**config.mk**
```make
export PLATFORM = sky130hd
export DESIGN_NAME = linebuffer_loader_flat
export DESIGN_NICKNAME = d
export VERILOG_FILES = /design/src/rtl/linebuffer_loader_if.sv /design/src/rtl/linebuffer_loader.sv /design/src/flat_wrapper.sv
export SDC_FILE = /design/constraint.sdc
export NUM_CORES = 1
export LEC_CHECK = 0
export BUFFER_PORTS_ARGS = -buffer_cell sky130_fd_sc_hd__buf_2
export CORE_UTILIZATION = 50
export CTS_CLUSTER_DIAMETER = 120
export DETAILED_ROUTE_END_ITERATION = 16
export GPL_ROUTABILITY_DRIVEN = 0
export GPL_TIMING_DRIVEN = 0
export PLACE_DENSITY = 0.7
export SLEW_MARGIN = 20
export SYNTH_ARGS = -nofsm -noshare
export SYNTH_HDL_FRONTEND = slang
export SYNTH_SLANG_ARGS = --single-unit
```
**constraint.sdc**
```tcl
create_clock -name clk_sys -period 6.1 [get_ports clk_sys]
set_input_delay 1.22 -clock clk_sys [delete_from_list [all_inputs] [get_ports clk_sys]]
set_output_delay 1.22 -clock clk_sys [all_outputs]
set_load 0.01 [all_outputs]
```
**src/rtl/linebuffer_loader_if.sv**
```systemverilog
// Framebuffer read strobes and linebuffer write-side controls driven by the loader.
interface linebuffer_loader_if #(
  parameter int unsigned ADDRW = 20
) ();
  logic             fb_rd;
  logic [ADDRW-1:0] fb_addr;
  logic             lb_line;
  logic             lb_en;

  modport master (output fb_rd, output fb_addr, output lb_line, output lb_en);
  modport slave  (input  fb_rd, input  fb_addr, input  lb_line, input  lb_en);
endinterface

```
**src/rtl/linebuffer_loader.sv**
```systemverilog
// Fetches one framebuffer row per (scaled) display line into a linebuffer,
// timing the write enable to match the framebuffer read latency.
module linebuffer_loader #(
  parameter int unsigned LEN    = 640,
  parameter int unsigned LINES  = 480,
  parameter int unsigned SCALEW = 6,
  parameter int unsigned ADDRW  = 20,
  parameter int unsigned RD_LAT = 2
) (
  input  logic              clk_sys,
  input  logic              rst_sys_n,
  input  logic              frame,
  input  logic              line,
  input  logic [SCALEW-1:0] scale,
  input  logic [ADDRW-1:0]  fb_base,
  linebuffer_loader_if.master lb,
  output logic              busy,
  output logic              overrun
);

  localparam int unsigned CNTW = $clog2(LEN + RD_LAT + 1);
  localparam int unsigned ROWW = (LINES > 1) ? $clog2(LINES) : 1;

  typedef enum logic [1:0] {S_IDLE, S_START, S_FETCH, S_DRAIN} state_t;

  state_t            state, state_nxt;
  logic [CNTW-1:0]   cyc, cyc_nxt;
  logic [ROWW-1:0]   row, row_nxt;
  logic [SCALEW-1:0] cnt_v, cnt_v_nxt;
  logic [SCALEW-1:0] scale_m1;
  logic [ADDRW-1:0]  line_addr, line_addr_nxt;
  logic              first, first_nxt;
  logic              overrun_nxt;
  logic              fetch_due;

  logic              busy_nxt, lb_line_nxt, fb_rd_nxt, lb_en_nxt;
  logic [ADDRW-1:0]  fb_addr_nxt;
  logic              lb_line_q, fb_rd_q, lb_en_q;
  logic [ADDRW-1:0]  fb_addr_q;

  // Scale 0 behaves as 1, so the wrap threshold never underflows.
  assign scale_m1 = (scale == '0) ? '0 : scale - SCALEW'(1);

  always_ff @(posedge clk_sys or negedge rst_sys_n) begin
    if (!rst_sys_n) begin
      state     <= S_IDLE;
      cyc       <= '0;
      row       <= '0;
      cnt_v     <= '0;
      line_addr <= '0;
      first     <= 1'b1;
      overrun   <= 1'b0;
      busy      <= 1'b0;
      lb_line_q <= 1'b0;
      fb_rd_q   <= 1'b0;
      fb_addr_q <= '0;
      lb_en_q   <= 1'b0;
    end else begin
      state     <= state_nxt;
      cyc       <= cyc_nxt;
      row       <= row_nxt;
      cnt_v     <= cnt_v_nxt;
      line_addr <= line_addr_nxt;
      first     <= first_nxt;
      overrun   <= overrun_nxt;
      busy      <= busy_nxt;
      lb_line_q <= lb_line_nxt;
      fb_rd_q   <= fb_rd_nxt;
      fb_addr_q <= fb_addr_nxt;
      lb_en_q   <= lb_en_nxt;
    end
  end

  // Frame is applied before line, so a coincident line sees the freshly armed state.
  always_comb begin
    state_nxt     = state;
    cyc_nxt       = cyc;
    row_nxt       = row;
    cnt_v_nxt     = cnt_v;
    line_addr_nxt = line_addr;
    first_nxt     = first;
    overrun_nxt   = overrun;
    fetch_due     = 1'b0;

    if (frame) begin
      state_nxt     = S_IDLE;
      overrun_nxt   = 1'b0;
      first_nxt     = 1'b1;
      line_addr_nxt = fb_base;
      row_nxt       = '0;
      cnt_v_nxt     = '0;
    end

    if (line) begin
      if (state_nxt != S_IDLE) overrun_nxt = 1'b1;
      if (first_nxt) begin
        row_nxt   = '0;
        cnt_v_nxt = '0;
        first_nxt = 1'b0;
        fetch_due = 1'b1;
      end else if (cnt_v_nxt >= scale_m1) begin
        cnt_v_nxt = '0;
        if (row_nxt != ROWW'(LINES - 1)) begin
          row_nxt       = row_nxt + ROWW'(1);
          line_addr_nxt = line_addr_nxt + ADDRW'(LEN);
          fetch_due     = 1'b1;
        end
      end else begin
        cnt_v_nxt = cnt_v_nxt + SCALEW'(1);
      end
      state_nxt = fetch_due ? S_START : S_IDLE;
      cyc_nxt   = '0;
    end else if (!frame) begin
      // cyc counts busy cycles from START; FETCH covers 1..LEN, DRAIN LEN+1..LEN+RD_LAT.
      case (state)
        S_START: begin
          state_nxt = S_FETCH;
          cyc_nxt   = cyc + CNTW'(1);
        end
        S_FETCH: begin
          cyc_nxt = cyc + CNTW'(1);
          if (cyc == CNTW'(LEN)) state_nxt = S_DRAIN;
        end
        S_DRAIN: begin
          if (cyc == CNTW'(LEN + RD_LAT)) state_nxt = S_IDLE;
          else                            cyc_nxt   = cyc + CNTW'(1);
        end
        default: state_nxt = S_IDLE;
      endcase
    end
  end

  // Registered outputs decoded from the next state.
  always_comb begin
    busy_nxt    = (state_nxt != S_IDLE);
    lb_line_nxt = (state_nxt == S_START);
    fb_rd_nxt   = (state_nxt == S_FETCH);
    fb_addr_nxt = '0;
    if (fb_rd_nxt) fb_addr_nxt = line_addr_nxt + ADDRW'(cyc_nxt - CNTW'(1));
    lb_en_nxt   = busy_nxt && (cyc_nxt == CNTW'(RD_LAT));
  end

  assign lb.fb_rd   = fb_rd_q;
  assign lb.fb_addr = fb_addr_q;
  assign lb.lb_line = lb_line_q;
  assign lb.lb_en   = lb_en_q;

endmodule

```
**src/flat_wrapper.sv**
```systemverilog
// flat-port wrapper written by rule: the top's interface ports become plain ports
module linebuffer_loader_flat 
#(
  parameter int unsigned LEN    = 640,
  parameter int unsigned LINES  = 480,
  parameter int unsigned SCALEW = 6,
  parameter int unsigned ADDRW  = 20,
  parameter int unsigned RD_LAT = 2
)
  (clk_sys, rst_sys_n, frame, line, scale, fb_base, busy, overrun, lb_fb_rd, lb_fb_addr, lb_lb_line, lb_lb_en);
  linebuffer_loader_if #(.ADDRW(ADDRW)) lb_i ();
  input  logic clk_sys;
  input  logic rst_sys_n;
  input  logic frame;
  input  logic line;
  input  logic [SCALEW-1:0] scale;
  input  logic [ADDRW-1:0] fb_base;
  output logic busy;
  output logic overrun;
  output wire logic [$bits(lb_i.fb_rd)-1:0] lb_fb_rd;
  output wire logic [$bits(lb_i.fb_addr)-1:0] lb_fb_addr;
  output wire logic [$bits(lb_i.lb_line)-1:0] lb_lb_line;
  output wire logic [$bits(lb_i.lb_en)-1:0] lb_lb_en;
  assign lb_fb_rd = lb_i.fb_rd;
  assign lb_fb_addr = lb_i.fb_addr;
  assign lb_lb_line = lb_i.lb_line;
  assign lb_lb_en = lb_i.lb_en;
  linebuffer_loader #(.LEN(LEN), .LINES(LINES), .SCALEW(SCALEW), .ADDRW(ADDRW), .RD_LAT(RD_LAT)) u_core (.clk_sys(clk_sys), .rst_sys_n(rst_sys_n), .frame(frame), .line(line), .scale(scale), .fb_base(fb_base), .lb(lb_i), .busy(busy), .overrun(overrun));
endmodule
```
Word-level counts from Yosys, hierarchy flattened
Cells that the tools add are included.
{"block": "totals", "out_inout_bits": 25, "ram_bits": 0, "mem_bits_ro": 0, "reg_bits": 73, "input_bits": 30, "latch_bits": 0, "n_memories": 0, "wordCells": 70}
{"block": "op_classes", "eq_ne": 9, "add_sub_neg": 7, "order_cmp": 1, "reduce_logical": 5, "bitwise": 0, "mux": 36, "div": 0, "shift": 0, "multipliers": 0}
{"operator": "two-way mux 20 bit", "n": 6}
{"operator": "two-way mux 9 bit", "n": 5}
{"operator": "two-way mux 10 bit", "n": 3}
{"operator": "two-way mux 6 bit", "n": 5}
{"operator": "adder 20 x 10 -> 20 bit, second input constant", "n": 1}
{"operator": "adder 20 bit", "n": 1}
{"operator": "equality test 10 bit, second input constant", "n": 2}
{"operator": "one-hot mux 10 bit (2 select lines)", "n": 1}
{"operator": "subtractor 10 x 1 -> 11 bit, second input constant", "n": 1}
{"operator": "adder 10 x 1 -> 10 bit, second input constant", "n": 1}
{"operator": "equality test 10 x 2 -> 1 bit, second input constant", "n": 1}
{"operator": "two-way mux 1 bit", "n": 10}
{"operator": "two-way mux 2 bit", "n": 5}
{"operator": "adder 9 x 1 -> 9 bit, second input constant", "n": 1}
{"operator": "inequality test 9 bit, second input constant", "n": 1}
{"operator": "adder 6 x 1 -> 6 bit, second input constant", "n": 1}
{"operator": "equality test 2 bit, second input constant", "n": 3}
{"operator": ">= comparator 6 bit", "n": 1}
{"operator": "zero test 6 bit", "n": 1}
{"operator": "one-hot mux 2 bit (3 select lines)", "n": 1}
{"operator": "subtractor 6 x 1 -> 6 bit, second input constant", "n": 1}
{"operator": "equality test 2 x 1 -> 1 bit, second input constant", "n": 2}
{"operator": "nonzero test 2 bit", "n": 2}
{"operator": "OR reduction 2 bit", "n": 1}
{"operator": "logical AND 1 bit", "n": 1}

Depth between registers and ports, before layout
Gate-level depths: netlist (run 1).
{"block": "depth", "word_depth": 10, "mapped_depth": 24, "mapped_depth_nobuf": 24}

Least setup slack after synthesis (run 1)
OpenSTA, ideal clock, no wires.
{"block": "synth_path", "path_kind": "input port to flip-flop", "startpoint": "input frame", "endpoint": "register u_core.fb_addr_q[16], in the netlist u_core.lb.fb_addr[16]", "required_time_ps": 5968, "path_stages": 22, "slack_ps": 224, "setup_ps": 132, "arrival_time_ps": 5745, "path_buffers": 4, "cell_sequence": "buf_2 buf_2 clkbuf_1 buf_1 nor2b_1 ha_1 nand2_1 o21ai_0 a31oi_1 nor2_1 nand2_1 mux2i_1 ha_1 a21oi_1 a31oi_1 and4_1 a2111o_1 o2111ai_1 o211ai_2 a221oi_1 or3_1 a21oi_1"}
{"block": "synth_between", "word_cells_on_any_way": 28, "classes_between": "add/sub (3); order compare (1); eq/ne (2); mux (22)"}
{"element": "from (decl)", "line": "flat_wrapper.sv:14", "source": "input logic frame;"}
{"element": "two-way mux 20 bit / two-way mux 9 bit (equally long branches)", "line": "linebuffer_loader.sv:85", "source": "if (frame) begin"}
{"element": "adder 20 x 10 -> 20 bit / inequality test 9 bit (equally long branches)", "line": "linebuffer_loader.sv:105, linebuffer_loader.sv:103"}
{"element": "two-way mux 20 bit", "line": "linebuffer_loader.sv:103", "source": "if (row_nxt != ROWW'(LINES - 1)) begin"}
{"element": "two-way mux 20 bit", "line": "linebuffer_loader.sv:101", "source": "end else if (cnt_v_nxt >= scale_m1) begin"}
{"element": "two-way mux 20 bit", "line": "linebuffer_loader.sv:96", "source": "if (first_nxt) begin"}
{"element": "two-way mux 20 bit *", "line": "linebuffer_loader.sv:94", "source": "if (line) begin"}
{"element": "net u_core.line_addr_nxt[7]", "line": "linebuffer_loader.sv:31", "source": "logic [ADDRW-1:0] line_addr, line_addr_nxt;"}
{"element": "adder 20 bit *", "line": "linebuffer_loader.sv:139", "source": "if (fb_rd_nxt) fb_addr_nxt = line_addr_nxt + ADDRW'(cyc_nxt - CNTW'(1));"}
{"element": "two-way mux 20 bit *", "line": "linebuffer_loader.sv:139"}
{"element": "net u_core.fb_addr_nxt[16]", "line": "linebuffer_loader.sv:37", "source": "logic [ADDRW-1:0] fb_addr_nxt;"}
{"element": "to (signal assigned)", "line": "linebuffer_loader.sv:69", "source": "fb_addr_q <= fb_addr_nxt;"}
{"element": "to (decl)", "line": "linebuffer_loader.sv:39", "source": "logic [ADDRW-1:0] fb_addr_q;"}
Mark *: on every way through the listed nets, which the timed path passes. The rest lies on a longest branch. The select of a mux whose other input is x is not followed.

Worst setup path in the final report (run 1)
Ends and elaborated chain as after synthesis.

==> results of run 1 <==
[registers in the layout, indices dropped and copies added, names as in the netlist]
register           cells
u_core.busy            1
u_core.cnt_v           6
u_core.cyc            10
u_core.first           1
u_core.lb.fb_addr     20
u_core.lb.fb_rd        1
u_core.lb.lb_en        1
u_core.lb.lb_line      1
u_core.line_addr      20
u_core.overrun         1
u_core.row             9
u_core.state           2
[power by group through the flow]
stage | Combinational [mW] | Sequential, mW | Clock, mW
global route | 0.365 | 0.521 | 0.452
floorplan | 0.224 | 0.529 | 0
finish | 0.327 | 0.519 | 0.424
global placement | 0.307 | 0.527 | 0
CTS | 0.320 | 0.518 | 0.433
detailed placement | 0.316 | 0.527 | 0
[cell usage after synthesis (3+ instances only)]
cell type / number
a211oi_1: 7
a21o_1: 4
a21oi_1: 22
a22oi_1: 3
a31oi_1: 7
and2_1: 7
and3_1: 7
and4_1: 3
buf_2: 5
clkbuf_1: 7
dfrtp_1: 72
ha_1: 33
inv_1: 26
mux2_2: 9
mux2i_1: 13
nand2_1: 44
nand2b_1: 8
nand3_1: 16
nand3b_1: 4
nand4_1: 8
nor2_1: 66
nor2b_1: 16
nor3_1: 21
nor4_1: 3
o21ai_0: 16
o21ai_1: 4
or2_2: 7
or3_1: 5
or4_1: 4
xnor2_1: 28
xor2_1: 17
[stage by stage]
stage / cells / total power [mW] / setup TNS, ns
3_3_place_gp: 738 / 0.833 / -7.22
4_1_cts: 756 / 1.27 / 0
2_1_floorplan: 552 / 0.754 / 0
6_report: 757 / 1.27 / 0
3_5_place_dp: 739 / 0.843 / -7.68
5_1_grt: 757 / 1.34 / 0
[critical path: stages]
cell and delay, ns:
buf_2 0.10, buf_2 0.22, buf_6 0.20, clkbuf_4 0.24, clkbuf_4 0.27, nor2b_1 0.08
ha_1 0.34, a21oi_1 0.20, o21ai_1 0.16, a31oi_4 0.25, nor2_2 0.08, nand2_1 0.15
mux2i_1 0.29, ha_1 0.32, a21oi_1 0.14, a31oi_1 0.09, and4_1 0.25, a2111o_1 0.43
a32oi_1 0.24, o211ai_2 0.15, a221oi_2 0.27, o21ai_0 0.11, a21oi_1 0.14
[layout by cell type, fill, tap and decap left out, types with 3 or more instances in the layout]
cell / n
clkbuf_8: 9
or3_1: 5
nor3_1: 21
a31oi_1: 6
and4_1: 3
nand4_1: 8
nor2b_1: 16
buf_2: 56
or2_2: 7
a22oi_1: 3
xnor2_1: 28
clkbuf_1: 6
and2_1: 7
o21ai_0: 15
inv_1: 26
mux2_2: 9
a211oi_1: 7
dfrtp_1: 72
o21ai_1: 5
xor2_1: 17
a21oi_1: 22
or4_1: 4
nor4_1: 3
ha_1: 33
nand2b_1: 8
nor2_1: 65
nand2_1: 44
a21o_1: 4
buf_6: 3
nand3b_1: 4
and3_1: 7
nand3_1: 16
buf_4: 3
mux2i_1: 13
[final timing paths]
| kind | to | cells past startpoint |
|---|---|---|
| min in group asynchronous | u_core.line_addr[17] | 1 |
| setup reg to reg | u_core.lb.fb_addr[16] | 23 |
| setup / recovery | u_core.lb.fb_addr[16] | 23 |
| hold reg to reg | u_core.line_addr[7] | 1 |
| max in group asynchronous | u_core.first | 2 |
| hold / removal | u_core.line_addr[7] | 1 |
[area by class of cell]
| cell class | instances | share of cell area, % |
|---|---|---|
| clock buffer | 10 | 2.18 |
| buffer | 16 | 1.67 |
| clock inverter | 6 | 1.58 |
| sequential | 73 | 31.2 |
| multi-input combinational | 436 | 53.5 |
| timing repair buffer | 56 | 5.30 |
| tap | 133 | 2.84 |
| inverter | 27 | 1.73 |
[timing repair]
action	4_1_cts	5_1_grt
resized for setup	5	11
endpoints found under the setup margin	8	7
gates cloned	0	0
pin swaps	1	1
setup buffers	1	1
[logic make-up (layout without fill, tap and decap cells)]
group           count (synthesis)  in the layout  synth area share (%)
compound gates                 96             96                  14.4
mux                            23             23                  4.82
fa+ha+maj                      36             36                  8.87
flops                          73             73                  35.8
simple gates                  236            236                  24.8
xor+xnor                       45             45                  7.71
buf+inv                        43            115                  3.58
[layer usage]
layer | vias to the layer above | global-route usage [%]
met3 | 22 | 4.27
met1 | 2105 | 33.1
met5 | - | 0
li1 | 2104 | -
met4 | 0 | 9.75
met2 | 102 | 41.6
==> key figures, run 1 <==
Run status
  • Status: finished, final reports clean

CTS
  • Clock buffer depth: 2
  • CTS Root Cell: clkbuf_8
  • Clock transition at path regs: roughly 0.09 ns
  • Total clock sinks: 73
  • H-tree levels: 3
  • CTS Hold Buffers Added: 0
  • CTS Buf Count: 9
  • TritonCTS clock tree: yes
  • Worst skew pair latency: 0.35 ns

Placed design
  • Post-DP Area: 5570 µm²
  • Dpl hpwl: 9.24 mm
  • # port buffers: 53
  • Pre-CTS WS: -1.16 ns

Timing
  • Minimum clock period: between 5 and 6 ns
  • Clk_skew: 0.0160 ns
  • Unrepaired setup endpoints after global routing: false
  • Fmax: between 150 and 200 MHz
  • Hold WS: 0.502 ns
  • Setup violators final: 0
  • Fin worst setup slack: ~0.42 ns
  • Count of final max-slew check failures: 0
  • Max-slew headroom: 48.9%
  • Actual slew at the worst max-slew pin: 0.763 ns
  • Crit share post-route: 93.1%
  • Final Hold Viols: 0

Setup path
  • CP Class: in -> reg
  • Critical path launch point type: input port
  • Worst Path Required: around 6.4 ns
  • Worst-path maximum fanout: 10
  • Worst path arrival time: 5.96 ns
  • Crit. Startpoint: frame
  • Reg2reg setup slack: 0.69 ns
  • CP endpoint kind: flip-flop
  • Worst r2r src: u_core.cyc[3]

Routing
  • Avg WL per Cell: 16.5 µm
  • DRT iter0 DRCs: approximately 230
  • Met3 routed WL: 469 µm
  • Total Wirelength: 12.5 mm
  • Antenna-violating nets left: 0
  • Met2 wire len: 5.91 mm
  • DRT Pass-1 Iters: 5
  • Max layer used: met4
  • DRC: 0
  • Via count: 4333
  • Met1 Routed Length: between 5 and 6 mm
  • DR vias/cell: 5.72

Layout
  • Area Overhead vs Synth: 14.5%
  • Area of the multi-input gates: 3130 µm²
  • Reg area: 1830 µm²
  • Fill cell count: 876
  • Layout cells sized above 1: 19.6%
  • Nets: between 600 and 700
  • Final core utilization: 59.6%
  • Antenna cells: 0
  • Final Cell Area: 5850 µm²

Pwr
  • Power Density: 217 nW/µm²
  • Max VDD drop: 0.138 mV
  • LEAKAGE: about 2.6 nW
  • Clock share of power: 33.4%
  • Gate power share: 25.7%
  • Int Pwr: 0.873 mW
  • Seq pwr share: 40.9%
  • Sw Share: between 30% and 40%
  • NetSw: 0.396 mW

Global route
  • GRT Total Usage: 25.2%
  • Initial antenna violation count: 0
  • GRT overflow: 0
  • Vias in the first global route: 4374
  • Pin count of the biggest net entering global routing: 46
  • First-pass GRT wire length: 20.7 mm

Hold path
  • Worst hold path class: reg -> reg
  • Min-delay src: u_core.line_addr[7]

Synthesis
  • Register area share after synthesis: 35.8%
  • Top-area cell type share of the netlist area: a little over a third
  • Post-synth top area cell: dfrtp_1
  • Syn nets: 616
  • Synthesized area per cell: 9.25 µm²
  • Synth Cell Area: roughly 5100 µm²
  • Top_reg_cell synth: dfrtp_1
  • #FFs+latches synth: 73
  • Synth top area cells: dfrtp_1 35%, ha_1 8.1%, nor2_1 4.8%, xnor2_1 4.8%, nand2_1 3.2%
  • Post-synth cell types: 78
  • Post-synth EDFFs: 0
  • Ys async rst share: between 90% and 100%
  • Yosys Warn Count: 0
  • Syn Inst Count: about 550

Die
  • Core area: 9820 µm²
  • Top-Level Pins: 55
  • Initial Util: between 50% and 60%
  • Die Area: 10600 µm²
  • Die W: 103 µm
  • Num rows: 36
  • Die Y: 103 µm

Flow run
  • Reported max-cap violation count: 0
No activity file was read; power rests on OpenSTA's default activity.
==> run 2, diff against run 1 <==
--- a/config.mk
+++ b/config.mk
@@ -12,6 +12,7 @@
 export GPL_ROUTABILITY_DRIVEN = 0
 export GPL_TIMING_DRIVEN = 0
 export PLACE_DENSITY = 0.7
+export RECOVER_POWER = 100
 export SLEW_MARGIN = 20
 export SYNTH_ARGS = -nofsm -noshare
 export SYNTH_HDL_FRONTEND = slang
==> run 2 against run 1 <==
Effect of this change: the flow now finishes with violations (max-capacitance violations, max-slew violations); first-iteration DRC count grew 7.8%; non-clock buffer count is the same; final area shrank 1.5%; die area is the same; count of clock-buffer cells in the layout is the same; combinational power shrank 2%; worst setup slack lost 0.0050 ns; global-route usage is the same; sequential power is essentially flat; highest routed layer unchanged.
==> key figures, run 2 (synthesis gave the netlist of run 1 again) <==
Global route
  • Pin count of the biggest net entering global routing: 46
  • GRT overflow: 0
  • Vias in the first global route: around 4400
  • GRT Total Usage: 25.2%
  • First-pass GRT wire length: about 21 mm
  • Initial antenna violation count: 0

Routing
  • DRC: 0
  • Via count: 4367
  • Antenna-violating nets left: 0
  • DR vias/cell: just under 6
  • Avg WL per Cell: between 15 and 20 µm
  • Total Wirelength: 12.5 mm
  • DRT Pass-1 Iters: 4
  • DRT iter0 DRCs: 250

Placed design
  • Post-DP Area: 5570 µm²
  • Dpl hpwl: slightly above 9 mm
  • # port buffers: 53

Layout
  • Area Overhead vs Synth: 12.9%
  • Area of the multi-input gates: 3110 µm²
  • Reg area: 1830 µm²
  • Antenna cells: 0
  • Commonest cells after routing, fill and taps aside: 72 x dfrtp_1, 65 x nor2_1, 44 x nand2_1
  • Nets: 683
  • Final Cell Area: 5770 µm²
  • Commonest non-fill, non-tap cell in the layout: dfrtp_1
  • Fill cell count: 897
  • Layout cells sized above 1: 13.9%

CTS
  • H-tree levels: 3
  • CTS Root Cell: clkbuf_8
  • CTS Hold Buffers Added: 0
  • Clock buffer depth: 2
  • Total clock sinks: 73
  • TritonCTS clock tree: yes
  • Worst skew pair latency: 0.35 ns
  • Clock transition at path regs: 0.09 ns
  • CTS Buf Count: 9

Die
  • Initial Util: 52.0%
  • Num rows: 36
  • Top-Level Pins: 55
  • Die W: 103 µm
  • Die Area: 10600 µm²
  • Core area: 9820 µm²
  • Die Y: 103 µm

Pwr
  • Gate power share: between 20% and 30%
  • LEAKAGE: between 2 and 3 nW
  • Power Density: 219 nW/µm²
  • Int Pwr: 0.868 mW
  • Seq pwr share: 41.0%
  • Max VDD drop: between 0.1 and 0.15 mV
  • NetSw: 0.395 mW
  • Sw Share: a little under a third
  • Clock share of power: 33.6%

Timing
  • Actual slew at the worst max-slew pin: 2.35 ns
  • Minimum clock period: roughly 5.7 ns
  • Max-slew headroom: -56.8%
  • Crit share post-route: 93.2%
  • Count of final max-slew check failures: 76
  • Fmax: 176 MHz
  • Clk_skew: 0.0164 ns
  • Final Hold Viols: 0
  • Unrepaired setup endpoints after global routing: false
  • Setup_tns: 0 ns
  • Setup violators final: 0

Setup path
  • Critical path launch point type: input port
  • CP endpoint kind: flip-flop
  • Worst-path maximum fanout: 10
  • Worst path arrival time: 5.96 ns
  • Reg2reg setup slack: just under 0.7 ns
  • Worst Path Required: 6.37 ns
  • CP Class: in -> reg

Run status
  • Failing checks: max-capacitance violations, max-slew violations
  • Status: finished with violations

Flow run
  • Reported max-cap violation count: 2

Hold path
  • Worst hold path class: reg -> reg
-- run 2: cell types whose count changed in the layout (fill, tap and decap cells not counted), sizes merged --
| cell | delta |
|---|---|
| clkbuf | +29 |
| buf | -29 |
-- run 2: cell type report --
cell class                      count  area share (%)
Buffer                             16            1.69
Clock buffer                       10            2.21
Clock inverter                      6            1.61
Inverter                           27            1.76
Multi-Input combinational cell    436            53.9
Sequential cell                    73            31.7
Tap cell                          133            2.89
Timing Repair Buffer               56            4.30
-- run 2: worst max-delay path: stages --
cell	delay, ns
buf_2	0.09
buf_2	0.22
buf_6	0.20
clkbuf_4	0.24
clkbuf_4	0.27
nor2b_1	0.08
ha_1	0.34
a21oi_1	0.21
o21ai_1	0.16
a31oi_4	0.23
nor2_2	0.07
nand2_1	0.15
mux2i_1	0.29
ha_1	0.32
a21oi_1	0.14
a31oi_1	0.10
and4_1	0.26
a2111o_1	0.44
a32oi_1	0.25
o211ai_2	0.15
a221oi_2	0.28
o21ai_0	0.11
a21oi_1	0.14
-- run 2: repair_timing --
action	in CTS	in global routing
buffers inserted	1	1
gates cloned	0	0
hold endpoints to repair	0	0
gates resized for setup	5	11
pin swaps	1	1
endpoints found under the setup margin	8	7
-- run 2: routing by layer --
layer	GRT usage [%]	wire [µm]	up-vias
li1	-	-	2106
met3	4.27	439	22
met5	0	0	-
met4	9.75	257	0
met2	41.6	5930	106
met1	33.1	5860	2133
-- run 2: through the flow --
step                utilization, %  std cells  worst slack (ns)  total power [mW]  hold WS [ns]
floorplan                        -        552             0.224             0.754         0.449
global placement              56.4        738             -1.12             0.833         0.476
detailed placement            56.7        739             -1.16             0.843         0.483
CTS                           59.2        756            0.0633              1.27         0.494
global route                  58.7        757            0.0172              1.33         0.514
finish                        58.7        757             0.415              1.26         0.505
-- run 2: worst paths after layout --
check / from / to / cells after the start
setup reg to reg: u_core.cyc[3] / u_core.lb.fb_addr[16] / 23
hold / removal: u_core.line_addr[7] / u_core.line_addr[7] / 1
max in group asynchronous: rst_sys_n / u_core.cyc[5] / 2
min in group asynchronous: rst_sys_n / u_core.line_addr[17] / 1
hold reg to reg: u_core.line_addr[7] / u_core.line_addr[7] / 1
setup / recovery: frame / u_core.lb.fb_addr[16] / 23
-- run 2: power groups by stage --
stage	Combinational (mW)	Clock [mW]	Sequential, mW
after floorplan	0.224	0	0.529
after global placement	0.307	0	0.527
after detailed placement	0.316	0	0.527
after CTS	0.320	0.433	0.518
after global routing	0.359	0.452	0.521
final	0.320	0.425	0.519
